### src/rtl/instr_encoder.sv
// rtl/instr_encoder.sv - packs instruction field bundles into 32-bit H2BP words and streams them to instruction memory
module instr_encoder #(
  parameter int ADDR_W = 16
) (
  input  logic              clk,
  input  logic              rst,
  input  logic              start,
  input  logic [ADDR_W-1:0] base_addr,
  input  logic              in_valid,
  output logic              in_ready,
  input  logic [2:0]        in_fmt,
  input  logic [4:0]        in_op,
  input  logic [4:0]        in_rd,
  input  logic [4:0]        in_rs1,
  input  logic [4:0]        in_rs2,
  input  logic [31:0]       in_imm,
  input  logic              in_last,
  output logic              mem_we,
  output logic [ADDR_W-1:0] mem_addr,
  output logic [31:0]       mem_wdata,
  input  logic              mem_ready,
  output logic              busy,
  output logic              done,
  output logic              err,
  output logic [1:0]        err_code,
  output logic [ADDR_W-1:0] word_count
);

  localparam logic [4:0] OP_LW = 5'h08;
  localparam logic [4:0] OP_SB = 5'h0B;
  localparam logic [4:0] OP_J  = 5'h0C;
  localparam logic [4:0] OP_JR = 5'h0D;

  typedef enum logic [1:0] {S_IDLE, S_RUN, S_ERR} state_t;

  state_t            state, state_nxt;
  logic [ADDR_W-1:0] ptr;
  logic              last_pending;
  logic [31:0]       enc_word;
  logic              bad_op, bad_rng, legal;
  logic [1:0]        code;
  logic              fit12, fit16, fit22, fit27, is_mem_op;
  logic              accept, wr_fire;

  // A value fits an n-bit signed field when every bit above n-1 copies the sign bit.
  assign fit12     = (in_imm[31:11] == {21{in_imm[11]}});
  assign fit16     = (in_imm[31:15] == {17{in_imm[15]}});
  assign fit22     = (in_imm[31:21] == {11{in_imm[21]}});
  assign fit27     = (in_imm[31:26] == {6{in_imm[26]}});
  assign is_mem_op = (in_op >= OP_LW) && (in_op <= OP_SB);

  always_comb begin
    enc_word = '0;
    bad_op   = 1'b0;
    bad_rng  = 1'b0;
    case (in_fmt)
      3'd0: begin
        enc_word = {1'b0, in_op[2:0], 1'b0, in_rd, in_rs1, in_rs2, in_imm[11:0]};
        bad_rng  = !fit12;
      end
      3'd1, 3'd2: begin
        enc_word = {1'b0, in_op[2:0], 1'b1, in_rd, in_rs1, in_imm[15:0], in_fmt[1]};
        bad_rng  = !fit16;
      end
      3'd3: begin
        enc_word = {in_op, in_rd, in_rs1, in_imm[15:0], 1'b0};
        bad_op   = !is_mem_op;
        bad_rng  = !fit16;
      end
      3'd4: begin
        enc_word = {in_op, in_imm[26:0]};
        bad_op   = (in_op != OP_J);
        bad_rng  = !fit27;
      end
      3'd5: begin
        enc_word = {in_op, in_rs1, in_imm[21:0]};
        bad_op   = (in_op != OP_JR);
        bad_rng  = !fit22;
      end
      3'd6: begin
        enc_word = {in_op, in_rd, in_rs1, in_imm[15:0], 1'b0};
        bad_op   = !in_op[4] || (in_op[2:0] == 3'b111) || is_mem_op ||
                   (in_op == OP_J) || (in_op == OP_JR);
        bad_rng  = !fit16;
      end
      default: bad_op = 1'b1;
    endcase
  end

  assign legal    = !(bad_op || bad_rng);
  assign code     = bad_op ? 2'd2 : (bad_rng ? 2'd1 : 2'd0);
  assign in_ready = (state == S_RUN) && (!mem_we || mem_ready) && !last_pending;
  assign accept   = in_valid && in_ready;
  assign wr_fire  = mem_we && mem_ready;
  assign busy     = (state != S_IDLE);

  always_comb begin
    state_nxt = state;
    case (state)
      S_IDLE: if (start) state_nxt = S_RUN;
      S_RUN: begin
        if (accept && !legal)           state_nxt = S_ERR;
        else if (wr_fire && last_pending) state_nxt = S_IDLE;
      end
      S_ERR: if (start) state_nxt = S_RUN;
      default: state_nxt = S_IDLE;
    endcase
  end

  always_ff @(posedge clk) begin
    if (rst) begin
      state        <= S_IDLE;
      mem_we       <= 1'b0;
      mem_addr     <= '0;
      mem_wdata    <= '0;
      ptr          <= '0;
      word_count   <= '0;
      last_pending <= 1'b0;
      done         <= 1'b0;
      err          <= 1'b0;
      err_code     <= 2'd0;
    end else begin
      state <= state_nxt;
      done  <= (state == S_RUN) && wr_fire && last_pending;
      if (start && (state != S_RUN)) begin
        ptr          <= base_addr;
        word_count   <= '0;
        err          <= 1'b0;
        err_code     <= 2'd0;
        mem_we       <= 1'b0;
        last_pending <= 1'b0;
      end else begin
        if (wr_fire) begin
          ptr        <= ptr + 1'b1;
          word_count <= word_count + 1'b1;
        end
        // The new word goes to the slot after the one being retired this cycle.
        if (accept && legal) begin
          mem_we    <= 1'b1;
          mem_addr  <= wr_fire ? ptr + 1'b1 : ptr;
          mem_wdata <= enc_word;
        end else if (wr_fire) begin
          mem_we <= 1'b0;
        end
        if (accept && legal && in_last) last_pending <= 1'b1;
        else if (wr_fire)               last_pending <= 1'b0;
        if (accept && !legal) begin
          err      <= 1'b1;
          err_code <= code;
        end
      end
    end
  end

endmodule

### config.mk
export PLATFORM = sky130hd
export DESIGN_NAME = instr_encoder
export DESIGN_NICKNAME = d
export VERILOG_FILES = /design/src/rtl/instr_encoder.sv
export SDC_FILE = /design/constraint.sdc
export NUM_CORES = 1
export LEC_CHECK = 0
export CORE_MARGIN = 4
export CORE_UTILIZATION = 40
export DETAILED_ROUTE_END_ITERATION = 10
export HOLD_SLACK_MARGIN = 0.03
export PLACE_DENSITY = 0.7
export SYNTH_ARGS = -nofsm -noshare
export SYNTH_HDL_FRONTEND = slang
export SYNTH_SLANG_ARGS = --single-unit
### constraint.sdc
create_clock -name clk -period 3.2 [get_ports clk]
set_input_delay 0.48 -clock clk [delete_from_list [all_inputs] [get_ports clk]]
set_output_delay 0.48 -clock clk [all_outputs]
set_load 0.1 [all_outputs]
==> metrics, run 1 <==
Die X 117 µm; final hold viol count 0; worst skew pair latency between 0.3 and 0.4 ns; DRT iter0 DRCs approximately 280; Final Routed Wirelength approximately 13,000 µm; vias in the first global route 4,268; fillers between 1,000 and 1,500; CTS Buf Count 9; Root Buffer clkbuf_16; Yosys warnings 0; most common cell after layout, fill and taps aside clkdlybuf4s50_1; Syn Nets 635; Synth async-reset ratio 0%; DR pass1 iterations 5; Clk pwr share 41.9%; die area roughly 14,000 µm²; fin crit share 87.4%; Max Slew Vio Count 0; antenna violations before repair 0; crit-path max FO 42; RSZ-0062 raised after global routing no; Cell Rows 39; post-synthesis sequential area ratio 37.2%; largest net degree at the start of global routing 43; Yosys reg bits approximately 90; commonest cells after routing, fill and taps aside clkdlybuf4s50_1 (94), dfxtp_1 (88), nor2_1 (69); Routed Antenna Nets 0; ys flop type dfxtp_1; Routed WL per cell approximately 16 µm; fin nets 776; worst-case clock buffer depth 2; syn avg cell area 8.54 µm²; Setup CP Type primary input to flop; clock-pin transition on the worst setup and hold timing paths 0.07 ns; Area Growth Syn to Fin 38.6%; IO Pins ~150; Die Ht 117 µm; hold path cells 2; final core occ 57.0%; EDFF count, synth 0; Slew @ Worst Pin 0.953 ns; max_cap viols 0; Yosys cell types 49; Tmin final 2.80 ns; P_leak 2.73 nW; worst setup margin 0.403 ns; max incr delay on CP about 0.87 ns; clock sinks 88; DP Worst Slack 0.0998 ns; Internal Power about 2 mW; Achievable Freq 358 MHz; Remaining DRCs 0; Comb pwr share 15.7%; sw frac 26.4%; overall routing resource usage around 19%; Worst Setup Start Kind primary input; Setup Total Neg Slack 0 ns; layout cells sized above 1 roughly 17%; outcome finished, final reports clean; Synth Cell Area 4740 µm²; CP arrival 3.03 ns; port buffer count 147; Switch Pwr 0.713 mW; DP Area 6250 µm²; cell count after synthesis 555; vias per inst 5.27; hold_buf cts 0; post-route cell area 6570 µm²; worst path required time 3.43 ns; Initial Util 41.2%; H-tree depth 3; Slowest cell on crit path a2111oi_0; # diodes 0; Seq pwr share 42.3%; total setup buffers inserted after CTS 0; Worst VDD drop 198 µV; gr ovfl total 0; hold crit path type flop to flop; setup violators final 0; Setup Skew between 0.008 and 0.009 ns; global-route wire length before repair approximately 21,000 µm; Core Region 11,500 µm²; worst r2r path cells 7; Routability Congestion 0.957; Critical Path End Type flop; crit path cell chain clkdlybuf4s50_1, or4_1, o22ai_1, a2111oi_0, a211o_2, buf_12, mux2_4; slew margin rel. a little over a third; Via Count 4,446; # resized after CTS 0; TritonCTS clock tree done; post-DP HPWL 9880 µm; pwr/cell area approximately 410 nW/µm²
[synth_stat cells (4+ instances only)]
cell | number | share of area (%)
nand2_1 | 63 | 5.0
or4_1 | 8 | 1.3
clkbuf_1 | 25 | 2.0
nand3_1 | 17 | 1.8
nor2_1 | 69 | 5.5
or2_2 | 4 | 0.53
buf_6 | 4 | 0.95
nor2b_1 | 30 | 4.0
dfxtp_1 | 88 | 37
xor2_1 | 12 | 2.2
a21oi_1 | 21 | 2.2
a211oi_1 | 10 | 1.6
xnor2_1 | 13 | 2.4
nand4_1 | 15 | 2.0
nor3_1 | 9 | 0.95
a22o_1 | 5 | 0.92
nand2b_1 | 7 | 0.92
mux2i_1 | 30 | 6.3
inv_1 | 11 | 0.87
o21ai_0 | 20 | 2.1
mux2_4 | 26 | 8.2
a22oi_1 | 22 | 3.5
[worst max-delay path, delay by kind of cell]
kind,cells,cell delay (ns)
simple gates,1,0.18
buf+inv,2,0.80
compound gates,3,1.21
mux,1,0.33
[path summary, 6_finish.rpt]
check	end	startpoint	slack (ns)
worst min register to register	mem_wdata[29]	mem_wdata[29]	0.46
worst max register to register	mem_wdata[9]	state[1]	0.96
worst min-delay path	mem_wdata[29]	mem_wdata[29]	0.46
worst max-delay path	mem_wdata[9]	in_imm[26]	0.40
[cell families after synthesis]
logic type               count (synthesis)  share of synthesized area (%)
multiplexers                            56                           14.6
buffers and inverters                   45                           4.25
XOR/XNOR                                25                           4.62
adder cells (fa/ha/maj)                  3                          0.792
AO/OA/AOI/OAI                          101                           14.4
AND/OR/NAND/NOR                        237                           24.2
flip-flops                              88                           37.2
[state kept, by name, indices dropped and copies added, names as in the netlist]
register / cells
word_count: 16
ptr: 16
mem_wdata: 32
mem_we: 1
state: 2
err: 1
err_code: 2
mem_addr: 16
last_pending: 1
done: 1
[area by class of cell]
| type | count | area, µm² | area share, % |
|---|---|---|---|
| inverters | 12 | 45.0 | 0.686 |
| flip-flops and latches | 88 | 1760 | 26.8 |
| repair buffers | 163 | 1480 | 22.6 |
| clock inverters | 7 | 93.8 | 1.43 |
| multi-input cells | 422 | 2780 | 42.4 |
| well taps | 143 | 179 | 2.72 |
| clock buffers | 9 | 225 | 3.43 |
[metal layers]
| layer | global-route usage [%] | part of all wire (%) |
|---|---|---|
| met3 | 5.45 | 6.9 |
| met5 | 0 | 0 |
| met4 | 7.03 | 1.6 |
| met1 | 25.4 | 46 |
| met2 | 30.0 | 45 |
[stage by stage]
stage / hold slack (ns) / total power [mW] / cells
after floorplan: 0.464 / 1.41 / 555
after global placement: 0.446 / 1.59 / 828
after detailed placement: 0.454 / 1.59 / 828
after CTS: 0.464 / 2.73 / 844
after global routing: 0.486 / 2.82 / 844
final: 0.458 / 2.70 / 844
[power groups by stage]
stage	Sequential (mW)	Combinational (mW)	Clock (mW)
4_1_cts	1.14	0.427	1.16
2_1_floorplan	1.20	0.212	0
5_1_grt	1.15	0.463	1.21
3_5_place_dp	1.17	0.425	0
3_3_place_gp	1.17	0.423	0
6_report	1.14	0.425	1.13
Note: power is estimated with default switching activity, not from simulation.
==> inputs of run 2 (changes only) <==
CELL_PAD_IN_SITES_DETAIL_PLACEMENT = 1   (was default)
CELL_PAD_IN_SITES_GLOBAL_PLACEMENT = 2   (was default)
CORE_UTILIZATION = 27   (was 40)
PLACE_DENSITY = default   (was 0.7)
PLACE_DENSITY_LB_ADDON = 0.1   (was default)
RECOVER_POWER = 50   (was default)
==> run 2 against run 1 <==
  * Sequential share of layout area grew 0.43 points
  * Register-to-register slack worse by 0.35 ns
  * Wire length increased by 18%
  * Global-route usage shrank 3.3 points
  * Clock skew is essentially flat
  * Hold slack improved by 0.0025 ns
  * Worst setup slack better by 0.011 ns
  * Critical path type unchanged
  * Cell area fell by 1.6%
==> metrics, run 2 (synthesis gave the netlist of run 1 again) <==
Slew @ Worst Pin between 1 and 1.5 ns; WP buf/inv 2; Die Ht 140 µm; FF-to-FF Start state[1]; outcome finished, final reports clean; total setup buffers inserted after CTS 0; Reg2Reg Setup Slack 0.61 ns; fin nets 776; Via Count ~4,600; M1 GR Usage between 20% and 30%; layout cells sized above 1 9.70%; largest reg by FF count mem_wdata; crit path cell chain clkdlybuf4s50_1, or4_1, o22ai_1, a2111oi_0, a211o_2, buf_12, mux2_4; met2 Use GR 26.6%; Initial Util 27.5%; hold_buf cts 0; Critical Path Start in_imm[26]; P_leak 2.51 nW; CTS Buf Count 9; # diodes 0; hold_ws 0.460 ns; IO Pins 148; Die X 140 µm; # resized after CTS 0; Remaining DRCs 0; Setup Skew 0.00818 ns; antenna violations before repair 0; port buffer count 147; DRT iter0 DRCs between 150 and 200; setup violators final 0; crit-path max FO 41; Comb pwr share 15.5%; Routed WL per cell approximately 17 µm; Largest register FFs 32; most common cell after layout, fill and taps aside dfxtp_1; Cell Rows 48; met3 Use GR 3.96%; vias in the first global route 4,844; post-DP HPWL 11,700 µm; H-tree depth 3; clock-pin transition on the worst setup and hold timing paths 0.07 ns; Area Growth Syn to Fin 36.4%; CP arrival 3.03 ns; gr ovfl total 0; Clk pwr share 43.5%; Routed Antenna Nets 0; Internal Power 2.03 mW; global-route wire length before repair 25,600 µm; CP delay by family, top compound AO/OA/AOI/OAI gates; Switch Pwr 0.757 mW; Setup Total Neg Slack 0 ns; Routability Congestion 0.823; DR pass1 iterations 4; slew margin rel. between 10% and 20%; Worst VDD drop about 270 µV; max_cap viols 0; max incr delay on CP 0.89 ns; hold crit path type flop to flop; commonest cells after routing, fill and taps aside dfxtp_1 (88), clkdlybuf4s50_1 (87), nor2_1 (69); Slowest cell on crit path a2111oi_0; worst path required time between 3 and 4 ns; worst skew pair latency between 0.3 and 0.4 ns; hold_sp mem_wdata[15]; RSZ-0062 raised after global routing no; overall routing resource usage roughly 16%; Setup CP Type primary input to flop; final hold viol count 0; Achievable Freq 359 MHz; pwr/cell area 432 nW/µm²; Worst Setup Start Kind primary input; TritonCTS clock tree done; Max Slew Vio Count 0; vias per inst 4.92; worst-case clock buffer depth 2; Critical Path End Type flop; Tmin final 2.79 ns; Seq pwr share 41.0%; grt peak-use layer met2; Final Routed Wirelength roughly 16,000 µm; clock sinks 88; sw frac a little over a quarter; die area 19,700 µm²; Root Buffer clkbuf_16; Core Region 17,200 µm²; largest net degree at the start of global routing 74; fin crit share 87.0%
==> run 2: cell types whose count changed in the layout (fill, tap and decap cells not counted), sizes merged <==
cell / previous run / this run
clkinvlp: 2 / 0
clkbuf: 9 / 68
clkdlybuf4s50: 94 / 87
dlygate4sd3: 0 / 2
buf: 69 / 17
==> run 2: worst paths after layout <==
kind                   endpoint  cells past startpoint
setup / recovery   mem_addr[11]                      7
setup reg to reg    mem_addr[1]                      6
hold / removal    mem_wdata[15]                      2
hold reg to reg   mem_wdata[15]                      2
==> run 2: tightest hold or removal path, delay by kind of cell (launching register included) <==
kind	cells	cell delay (ns)
flops	1	0.31
simple gates	1	0.05
mux	1	0.05
==> run 2: metal layers <==
layer  share of wire (%)  routed length [µm]  vias to the layer above
li1                    -                   -                     2242
met1                  46                7100                     2190
met2                  48                7450                      108
met3                 5.3                 834                       12
met4                 1.4                 223                        0
met5                   0                   0                        -
==> run 2: final cells by class <==
class                   count  area (µm²)
fillers                  2023       10800
multi-input cells         422        2780
flip-flops and latches     88        1760
repair buffers            163        1250
well taps                 225         282
clock buffers              11         253
clock inverters             5        86.3
inverters                  12        45.0
==> run 2: metrics by stage <==
stage	worst slack, ns	area, µm²	total power, mW	instances	utilization (%)
global placement	0.101	6340	1.61	910	36.8
global route	0.223	6460	2.93	926	37.5
floorplan	0.293	4740	1.41	555	-
finish	0.414	6460	2.79	926	37.5
detailed placement	0.0449	6340	1.61	910	36.8
CTS	0.423	6680	2.85	926	38.7
==> run 2: power by group through the flow <==
stage / clock [mW] / combinational [mW] / sequential (mW)
2_1_floorplan: 0 / 0.212 / 1.20
3_3_place_gp: 0 / 0.438 / 1.17
3_5_place_dp: 0 / 0.442 / 1.17
4_1_cts: 1.26 / 0.444 / 1.14
5_1_grt: 1.31 / 0.476 / 1.15
6_report: 1.22 / 0.432 / 1.14
